## src/rtl/text_video_generator.sv

```systemverilog
// Text-mode pixel pipeline: fetches character codes and glyph rows for an
// 80x25 screen of 16x32 px cells, with inverse video and a blinking cursor.
module text_video_generator #(
  parameter int unsigned HBP          = 248,
  parameter int unsigned VBP          = 150,
  parameter int unsigned COLS         = 80,
  parameter int unsigned ROWS         = 25,
  parameter int unsigned BLINK_FRAMES = 30
) (
  input  logic        clk,
  input  logic        clr,
  input  logic [10:0] hc,
  input  logic [10:0] vc,
  input  logic        hblank,
  input  logic        vblank,
  input  logic        hsync,
  input  logic        vsync,
  input  logic [6:0]  cursor_x,
  input  logic [4:0]  cursor_y,
  input  logic        cursor_en,
  output logic [10:0] buffer_addr,
  input  logic [7:0]  buffer_data,
  output logic [10:0] rom_addr,
  input  logic [7:0]  rom_data,
  output logic        video,
  output logic        hsync_out,
  output logic        vsync_out
);

  localparam int unsigned CNT_W = (BLINK_FRAMES > 1) ? $clog2(BLINK_FRAMES) : 1;

  // Per-pixel sideband carried alongside the two memory reads.
  typedef struct packed {
    logic [2:0] px;
    logic       blank;
    logic       hsync;
    logic       vsync;
    logic       cursor_hit;
  } side_t;

  logic [10:0] x, y;
  logic [6:0]  col;
  logic [5:0]  row;
  logic [10:0] row_ext;
  logic [10:0] addr_d;
  logic [3:0]  line_d;
  side_t       side_d;
  logic [2:0]  bit_sel;
  logic        video_d;
  logic        vsync_rise;
  logic        unused_lsbs;

  side_t [3:0]      side_q;
  logic [3:0]       line_s1_q, line_s2_q;
  logic             inv_s1_q, inv_s2_q;
  logic [10:0]      buffer_addr_q, rom_addr_q;
  logic             video_q, hsync_out_q, vsync_out_q;
  logic             vsync_prev_q;
  logic [CNT_W-1:0] blink_cnt_q;
  logic             blink_phase_q;

  assign x           = hc - 11'(HBP);
  assign y           = vc - 11'(VBP);
  assign col         = x[10:4];
  assign row         = y[10:5];
  assign line_d      = y[4:1];
  assign unused_lsbs = x[0] ^ y[0];

  // row*80 + col as (row*64) + (row*16) + col; max 1999 fits in 11 bits.
  assign row_ext = {5'd0, row};
  assign addr_d  = (row_ext << 6) + (row_ext << 4) + {4'd0, col};

  assign side_d.px         = x[3:1];
  assign side_d.blank      = hblank | vblank;
  assign side_d.hsync      = hsync;
  assign side_d.vsync      = vsync;
  assign side_d.cursor_hit = cursor_en & (col == cursor_x) & (row == {1'b0, cursor_y})
                             & (cursor_x < 7'(COLS)) & (cursor_y < 5'(ROWS));

  // Glyph rows are stored MSB-first: bit 7 is the leftmost font pixel.
  assign bit_sel    = 3'd7 - side_q[3].px;
  assign video_d    = ~side_q[3].blank
                      & (rom_data[bit_sel] ^ inv_s2_q ^ (side_q[3].cursor_hit & blink_phase_q));
  assign vsync_rise = vsync & ~vsync_prev_q;

  // NOTE: every register here uses <= so all stages sample the values from
  // before the edge; blocking assignments would collapse the pipeline.
  always_ff @(posedge clk) begin
    if (clr) begin
      side_q        <= '0;
      line_s1_q     <= '0;
      line_s2_q     <= '0;
      inv_s1_q      <= 1'b0;
      inv_s2_q      <= 1'b0;
      buffer_addr_q <= '0;
      rom_addr_q    <= '0;
      video_q       <= 1'b0;
      hsync_out_q   <= 1'b0;
      vsync_out_q   <= 1'b0;
      vsync_prev_q  <= 1'b0;
      blink_cnt_q   <= '0;
      blink_phase_q <= 1'b1;
    end else begin
      // E0: character address and sideband capture.
      buffer_addr_q <= side_d.blank ? 11'd0 : addr_d;
      side_q        <= {side_q[2:0], side_d};
      line_s1_q     <= line_d;
      line_s2_q     <= line_s1_q;

      // E2: buffer data is valid; form the glyph-row address.
      rom_addr_q <= {buffer_data[6:0], line_s2_q};
      inv_s1_q   <= buffer_data[7];
      inv_s2_q   <= inv_s1_q;

      // E4: ROM data is valid; final pixel and aligned syncs.
      video_q     <= video_d;
      hsync_out_q <= side_q[3].hsync;
      vsync_out_q <= side_q[3].vsync;

      vsync_prev_q <= vsync;
      if (vsync_rise) begin
        if (blink_cnt_q == CNT_W'(BLINK_FRAMES - 1)) begin
          blink_cnt_q   <= '0;
          blink_phase_q <= ~blink_phase_q;
        end else begin
          blink_cnt_q <= blink_cnt_q + 1'b1;
        end
      end
    end
  end

  assign buffer_addr = buffer_addr_q;
  assign rom_addr    = rom_addr_q;
  assign video       = video_q;
  assign hsync_out   = hsync_out_q;
  assign vsync_out   = vsync_out_q;

endmodule

```

## config.mk

```make
export PLATFORM = sky130hd
export DESIGN_NAME = text_video_generator
export DESIGN_NICKNAME = d
export VERILOG_FILES = /design/src/rtl/text_video_generator.sv
export SDC_FILE = /design/constraint.sdc
export NUM_CORES = 1
export LEC_CHECK = 0
export ABC_AREA = 1
export ABC_CLOCK_PERIOD_IN_PS = 3860
export CAP_MARGIN = 20
export CORE_MARGIN = 2
export CORE_UTILIZATION = 49
export DETAILED_ROUTE_END_ITERATION = 6
export PLACE_DENSITY = 0.83
export SLEW_MARGIN = 20
export SYNTH_ARGS = -nofsm -noshare
export SYNTH_HDL_FRONTEND = slang
export SYNTH_SLANG_ARGS = --single-unit
export TNS_END_PERCENT = 50
```

## constraint.sdc

```tcl
create_clock -name clk -period 3.86 [get_ports clk]
set_input_delay 1.158 -clock clk [delete_from_list [all_inputs] [get_ports clk]]
set_output_delay 1.158 -clock clk [all_outputs]
set_load 0.1 [all_outputs]
```

==> impl_metrics.yaml, run 1 <==
critical_path:
  r2r_setup_slack_ns: 2.54
  cpPeakStageDelay_ns: 0.50
  critPathRequiredTime_ns: 4.09
  critPathSlowestCell: "clkdlybuf4s50_1"
  cp-end-kind: "register"
  crit_chain: "clkdlybuf4s50_1 > ha_1 > nand2_2 > inv_1 > nand2_2 > nand2_1 > nand2_1 > nand2_2 > ha_1 > ha_1 > fa_1 > nand2_1 > inv_1 > o21ai_0 > nand2_1 > xor2_1 > inv_1 > nor2_1"
  crit_fanout: 5
  crit_type: "input port to register"
  r2r_start: "side_q[25]"
  crit_path_start_kind: "input port"
  crit_arrival_ns: 3.88
  worst_path_most_repeated_cell: "nand2_1"
  reg2reg_depth: 7
  worstReg2RegEnd: "video"
power:
  power.density_mw_per_mm2: 387
  ir_drop_uv: 251
  p_total_mw: 1.65
  leakage_nw: 2.08
yosys:
  synth_nets: 507
  synth_most_common_cell: "nor2_1"
  yosysTopAreaCellShare: 0.439
  synth_edf_count: 0
  synth_cells: 434
  synth.avg_cell_area_um2: 7.24
  synthTopCellsByCount: "nor2_1, inv_1, nand2_1, dfxtp_1, nand3_1"
  synth_seq_cells: 69
  async_reset_ff_frac: 0
  synth_area_mm2: 0.00314
  ys.warnings.count: 0
  ys_seq_area_frac: 0.439
  synthTopCellsByArea: "dfxtp_1, nor2_1, inv_1, nand2_1, ha_1"
  yosys_most_used_dff: "dfxtp_1"
  synth_area_leader_cell: "dfxtp_1"
  synth.distinct_cells: 32
clocking:
  insertion_delay_ns: 0.34
  clock_sinks: 69
  clk_pin_slew_ns: 0.07
  root_buffer: "clkbuf_8"
  tritoncts: "built"
  cts_buffers: 9
  cts_resized: 0
  clockBufferDepth: 2
  htree_levels: 3
  cts_hold_buf: 0
  post_cts.repair.setup_buffers: 0
min_path:
  whs_path_depth: 2
  holdPathEnd: "side_q[13]"
  worstHoldPathType: "register to register"
  worstHoldStart: "side_q[6]"
drt:
  ant_nets: 0
  wl_per_cell_um: 10.3
  viasPerCell: 4.59
  drtIter0Drc: 91
  drcViolationCount: 0
  dr.pass1.iters: 4
  wirelength_um: 6320
  vias: 2816
floorplanning:
  fp.dieW_um: 84.1
  core_area_mm2: 0.00628
  dieArea_mm2: 0.00707
  dieHeight_um: 84.1
  initial_core_util: 0.501
  num_rows: 29
  io_pins: 82
final_layout:
  antennaDiodeCount: 0
  syn_to_final_growth_pct: 35.9
  final_util: 0.681
  drive_above_1_share: 0.123
  finalNetCount: 605
  stdcell_area_mm2: 0.00427
sta:
  fin_crit_sh: 0.945
  tightestPinTransition_ns: 0.979
  min_period_ns: 3.65
  finalHoldViolations: 0
  fin_setup_tns_ns: 0
  final_max_slew_viol_count: 0
  fin_skew_ns: 0.00881
  slew_headroom: 0.345
  final-setup-viol-count: 0
  fmax_mhz: 274
  grt_setup_unrepaired: "false"
  holdWs_ns: 0.399
placement:
  dp_hpwl_um: 4990
  port_buffers: 79
  place.gp.congestion: 0.816
  placed_cell_area_mm2: 0.00410
grt:
  grt_max_degree: 33
  gr-total-overflow: 0
  first_global_vias: 2610
  grt_use_total: 0.186
  grt_first_pass_wirelength_um: 10600
  grt_antenna_before_repair: 0
job:
  drv_cap: 0
status:
  status: "complete, no violations"
==> layout by cell type, fill, tap and decap left out, types with 6 or more instances in the layout <==
master / count
inv_2: 7
dfxtp_1: 69
nand2_1: 71
clkdlybuf4s50_1: 74
inv_1: 87
o21ai_0: 6
nand2_2: 10
clkbuf_8: 10
ha_1: 14
a21oi_1: 8
nor2_1: 89
nand3_1: 28
buf_4: 19
==> logic make-up after synthesis <==
family | Yosys count | synth area share
AND/OR/NAND/NOR | 216 | 0.297
XOR/XNOR | 8 | 0.0247
flip-flops | 69 | 0.439
AO/OA/AOI/OAI | 23 | 0.0470
buffers and inverters | 102 | 0.123
adder cells (fa/ha/maj) | 16 | 0.0685
==> worst max-delay path: cells and delay by family <==
family | cells | cell delay (ns)
AO/OA/AOI/OAI | 1 | 0.16
XOR/XNOR | 1 | 0.14
adder cells (fa/ha/maj) | 4 | 1.21
buffers and inverters | 4 | 0.66
AND/OR/NAND/NOR | 8 | 0.55
==> how the worst max path moves through the flow <==
| stage | start | endpoint | slack (ns) | depth (start not counted) |
|---|---|---|---|---|
| 2_1_floorplan | vc[1] | buffer_addr[9] | 0.55 | 15 |
| 3_3_place_gp | hc[3] | buffer_addr[9] | -0.04 | 18 |
| 3_5_place_dp | hc[3] | buffer_addr[9] | -0.07 | 18 |
| 4_1_cts | hc[3] | buffer_addr[9] | 0.25 | 18 |
| 5_1_grt | hc[3] | buffer_addr[9] | 0.05 | 18 |
| 6_report | hc[3] | buffer_addr[9] | 0.21 | 18 |
==> state kept, by name, indices dropped and copies added (netlist names), 4 cells and up <==
| signal | flops |
|---|---|
| side_q | 27 |
| buffer_addr | 11 |
| rom_addr | 11 |
| blink_cnt_q | 5 |
| line_s1_q | 4 |
| line_s2_q | 4 |
==> final cells by class <==
type / instances / area [um^2]
Clock buffer: 10 / 138
Multi-Input combinational cell: 263 / 1380
Sequential cell: 69 / 1380
Inverter: 95 / 357
Tap cell: 77 / 96.3
Timing Repair Buffer: 94 / 888
Fill cell: 498 / 2000
Clock inverter: 6 / 37.5
==> where the power goes <==
group / leakage, nW / internal [mW] / switching [mW]
clock network: 0.0962 / 0.249 / 0.263
registers: 0.566 / 0.741 / 0.0100
logic: 1.41 / 0.151 / 0.238
==> per-stage QoR <==
| step | worst slack (ns) | cells |
|---|---|---|
| final | 0.213 | 614 |
| after global placement | -0.0428 | 598 |
| after detailed placement | -0.0744 | 598 |
| after floorplan | 0.548 | 434 |
| after CTS | 0.252 | 614 |
| after global routing | 0.0547 | 614 |
==> routing by layer <==
layer  GRT usage  vias to the layer above  share of wire
met5           0                        -              0
met4      0.0806                        0          0.018
met3      0.0564                       13          0.052
met2       0.323                       67           0.49
met1       0.210                     1252           0.44
li1            -                     1484              -
Power figures use the tool's default switching activity.
==> run 2: changes to the inputs <==
CORE_UTILIZATION = 40   (was 49)
PLACE_DENSITY = 0.71   (was 0.83)
RECOVER_POWER = 25   (was not set)
SKIP_CTS_REPAIR_TIMING = 1   (was not set)
==> run 2 against run 1 <==
First-iteration DRC count is 63% lower; clock skew hardly changed; total power is 3.8% higher; sequential share of layout area is 0.54 points lower; final cell count is 4.7% higher; non-clock buffer count is 4 higher; core utilization is 12 points lower; clock power is 13% higher; largest power group unchanged.
==> impl_metrics.yaml, run 2 (synthesized netlist as in run 1, its figures left out) <==
power:
  leakage_nw: 2.09
  ir_drop_uv: 181
  power.density_mw_per_mm2: 395
drt:
  drtIter0Drc: 34
  dr.pass1.iters: 4
  vias: 2746
  wirelength_um: 5970
  ant_nets: 0
  drcViolationCount: 0
  wl_per_cell_um: 9.29
  viasPerCell: 4.27
floorplanning:
  core_area_mm2: 0.00769
  initial_core_util: 0.409
  fp.dieW_um: 92.6
  io_pins: 82
  num_rows: 32
  dieArea_mm2: 0.00858
  dieHeight_um: 92.6
final_layout:
  layout_common_cells: "nor2_1, inv_1, nand2_1, clkdlybuf4s50_1, dfxtp_1"
  antennaDiodeCount: 0
  final_common_cell: "nor2_1"
  multi_input_area_mm2: 0.00138
  regMostFlops: "side_q"
  fillers: 734
  largest_reg_flops: 27
  finalNetCount: 609
  syn_to_final_growth_pct: 38.3
  seqCellArea_mm2: 0.00138
  drive_above_1_share: 0.129
sta:
  holdWs_ns: 0.389
  fmax_mhz: 277
  slew_headroom: 0.229
  final_max_slew_viol_count: 0
  grt_setup_unrepaired: "false"
  fin_crit_sh: 0.937
  timing.final.ws_setup_ns: 0.244
  fin_skew_ns: 0.00876
  tightestPinTransition_ns: 1.16
  finalHoldViolations: 0
  min_period_ns: 3.62
  final-setup-viol-count: 0
clocking:
  clockBufferDepth: 2
  htree_levels: 3
  clk_pin_slew_ns: 0.07
  insertion_delay_ns: 0.33
  cts_buffers: 9
  clock_sinks: 69
  root_buffer: "clkbuf_8"
  tritoncts: "built"
critical_path:
  critPathSlowestCell: "clkdlybuf4s50_1"
  worstReg2RegEnd: "blink_cnt_q[3]"
  cp-end-kind: "register"
  r2r_setup_slack_ns: 2.57
  r2r_start: "vsync_prev_q"
  reg2reg_depth: 4
  crit_arrival_ns: 3.83
  crit_type: "input port to register"
  crit_chain: "clkdlybuf4s50_1 > ha_1 > nand2_2 > inv_1 > nand2_2 > nand3_1 > nand2_2 > ha_1 > ha_1 > fa_1 > nand2_1 > inv_1 > o21ai_0 > nand2_1 > xor2_1 > inv_1 > nor2_1"
  crit_fanout: 4
  critPathRequiredTime_ns: 4.08
  cpPeakStageDelay_ns: 0.53
  crit_path_start_kind: "input port"
grt:
  first_global_vias: 2486
  grt_max_degree: 29
  grt_antenna_before_repair: 0
  grt_use_total: 0.146
  gr-total-overflow: 0
  grt_first_pass_wirelength_um: 10000
min_path:
  holdPathEnd: "video"
  worstHoldStart: "side_q[24]"
  worstHoldPathType: "register to register"
  whs_path_depth: 1
status:
  status: "complete, no violations"
placement:
  port_buffers: 79
  post-place-ws_ns: -0.0944
  dp_hpwl_um: 4730
  place.gp.congestion: 0.833
job:
  drv_cap: 0
[run 2: area by class of cell]
cell class	count	area share
Inverter	95	0.0821
Tap cell	102	0.0294
Sequential cell	69	0.318
Multi-Input combinational cell	263	0.316
Timing Repair Buffer	98	0.208
Clock buffer	10	0.0294
Clock inverter	6	0.0164
[run 2: critical path: cells and delay by family]
| family | cells | cell delay [ns] |
|---|---|---|
| fa+ha+maj | 4 | 1.15 |
| buf+inv | 4 | 0.69 |
| simple gates | 7 | 0.51 |
| compound gates | 1 | 0.17 |
| xor+xnor | 1 | 0.15 |
[run 2: report_power, final]
part,switching [mW],internal (mW)
sequential,0.00937,0.741
clock,0.273,0.304
combinational,0.234,0.154
[run 2: worst max path at each step]
| stage | startpoint | to | slack, ns |
|---|---|---|---|
| global placement | vc[2] | buffer_addr[9] | -0.05 |
| global route | hc[3] | buffer_addr[9] | 0.04 |
| CTS | hc[3] | buffer_addr[9] | 0.25 |
| finish | hc[3] | buffer_addr[9] | 0.24 |
| floorplan | vc[1] | buffer_addr[9] | 0.55 |
| detailed placement | hc[3] | buffer_addr[9] | -0.09 |
[run 2: per-layer routing]
metal / share of wire / vias to the layer above / global-route usage
met2: 0.46 / 52 / 0.252
met1: 0.48 / 1187 / 0.172
met3: 0.041 / 6 / 0.0382
met4: 0.012 / 0 / 0.0625
li1: - / 1501 / -
met5: 0 / - / 0
[run 2: stage by stage]
stage / instances / utilization / TNS, ns / total power, mW / area (um^2)
floorplan: 434 / - / 0 / 1.02 / 3140
global placement: 627 / 0.540 / -0.0497 / 1.15 / 4150
detailed placement: 627 / 0.540 / -0.0944 / 1.16 / 4150
CTS: 643 / 0.566 / 0 / 1.74 / 4350
global route: 643 / 0.565 / 0 / 1.81 / 4350
finish: 643 / 0.565 / 0 / 1.71 / 4350
==> run 3: changes to the inputs <==
CORE_ASPECT_RATIO = 0.75   (was not set)
==> run 3 against run 2 <==
Non-clock buffer count is 3 lower; sequential share of layout area is 0.28 points higher; critical path depth did not move; sequential power about the same; global-route usage rose by 1.3 points; register-to-register slack better by 0.03 ns; via count shrank 0.36%.
==> impl_metrics.yaml, run 3 (synthesized netlist as in run 1, its figures left out) <==
status:
  status: "complete, no violations"
grt:
  grt_use_total: 0.159
  first_global_vias: 2570
  gr-total-overflow: 0
  grt_util_met1: 0.200
  busiest_layer: "met2"
  met3_usage: 0.0457
  grt_antenna_before_repair: 0
  met2_usage: 0.262
  grt_max_degree: 30
  grt_first_pass_wirelength_um: 10800
critical_path:
  reg2reg_depth: 4
  crit_fanout: 4
  r2r_setup_slack_ns: 2.60
  cp-end-kind: "register"
  crit_arrival_ns: 3.87
  endpoint: "buffer_addr[9]"
  worstReg2RegEnd: "blink_cnt_q[2]"
  crit_path_start: "hc[3]"
  critPathRequiredTime_ns: 4.13
  crit_path_start_kind: "input port"
  crit_type: "input port to register"
  r2r_start: "vsync_prev_q"
drt:
  wirelength_um: 6210
  dr.pass1.iters: 4
  vias: 2736
  viasPerCell: 4.29
  wl_per_cell_um: 9.73
  drtIter0Drc: 120
  drcViolationCount: 0
  ant_nets: 0
power:
  leakage_nw: 2.07
  power.density_mw_per_mm2: 390
  ir_drop_uv: 149
  p_total_mw: 1.68
clocking:
  clk_pin_slew_ns: 0.07
  cts_buffers: 9
  root_buffer: "clkbuf_8"
  clock_sinks: 69
  clockBufferDepth: 2
  insertion_delay_ns: 0.35
  tritoncts: "built"
  htree_levels: 3
sta:
  fmax_mhz: 278
  slew_headroom: 0.250
  final_max_slew_viol_count: 0
  fin_skew_ns: 0.00745
  tightestPinTransition_ns: 1.12
  timing.final.ws_setup_ns: 0.260
  fin_crit_sh: 0.933
  finalHoldViolations: 0
  final-setup-viol-count: 0
  min_period_ns: 3.60
placement:
  placed_cell_area_mm2: 0.00413
  dp_hpwl_um: 4880
  place.gp.congestion: 0.836
  place_inst: 623
  port_buffers: 79
  post-place-ws_ns: -0.0803
floorplanning:
  initial_core_util: 0.421
  io_pins: 82
  core_area_mm2: 0.00747
  dieArea_mm2: 0.00859
  fp.dieW_um: 106
  dieHeight_um: 80.8
  num_rows: 27
final_layout:
  antennaDiodeCount: 0
  stdcell_area_mm2: 0.00431
  fillers: 710
  largest_reg_flops: 27
  finalNetCount: 606
  layout.cells.non_filler: 638
  drive_above_1_share: 0.123
  layout_common_cells: "nor2_1, inv_1, clkdlybuf4s50_1"
  regMostFlops: "side_q"
  syn_to_final_growth_pct: 37.1
  final_common_cell: "nor2_1"
min_path:
  worstHoldPathType: "register to register"
job:
  drv_cap: 0
run 3: power breakdown:
group | internal, mW | switching, mW | total [mW]
Clock | 0.291 | 0.252 | 0.543
Combinational | 0.151 | 0.236 | 0.387
Sequential | 0.742 | 0.00997 | 0.752
run 3: worst max-delay path, cell delays in order:
cell and delay [ns]:
clkdlybuf4s50_1 0.55, ha_2 0.22, nand2_2 0.06, inv_1 0.07, nand2_2 0.06, nand3_1 0.10
nand2_2 0.08, ha_1 0.30, ha_1 0.24, fa_1 0.42, nand2_1 0.07, inv_1 0.04
o21ai_0 0.14, nand2_1 0.08, xor2_1 0.12, inv_1 0.05, nor2_1 0.10
run 3: per-stage QoR:
stage / utilization / hold WS, ns / setup TNS, ns
2_1_floorplan: - / 0.373 / 0
3_3_place_gp: 0.553 / 0.382 / -0.0459
3_5_place_dp: 0.553 / 0.383 / -0.113
4_1_cts: 0.577 / 0.399 / 0
5_1_grt: 0.577 / 0.418 / -0.00353
6_report: 0.577 / 0.397 / 0
run 3: layout make-up:
type | count | area (um^2) | share of cell area
clock inverters | 5 | 52.6 | 0.0122
clock buffers | 10 | 128 | 0.0296
repair buffers | 95 | 886 | 0.206
well taps | 101 | 126 | 0.0293
flip-flops and latches | 69 | 1380 | 0.321
inverters | 95 | 357 | 0.0828
multi-input cells | 263 | 1380 | 0.320
run 3: routing by layer:
metal | vias up | routed length (um)
met3 | 13 | 372
met1 | 1174 | 3040
met5 | - | 0
met2 | 64 | 2690
met4 | 0 | 102
li1 | 1485 | -
run 3: worst min path at each step:
stage	depth (start not counted)	startpoint	to
5_1_grt	2	side_q[14]	side_q[21]
3_5_place_dp	1	side_q[24]	video
2_1_floorplan	1	side_q[24]	video
6_report	1	side_q[24]	video
4_1_cts	2	side_q[22]	vsync_out
3_3_place_gp	1	side_q[24]	video
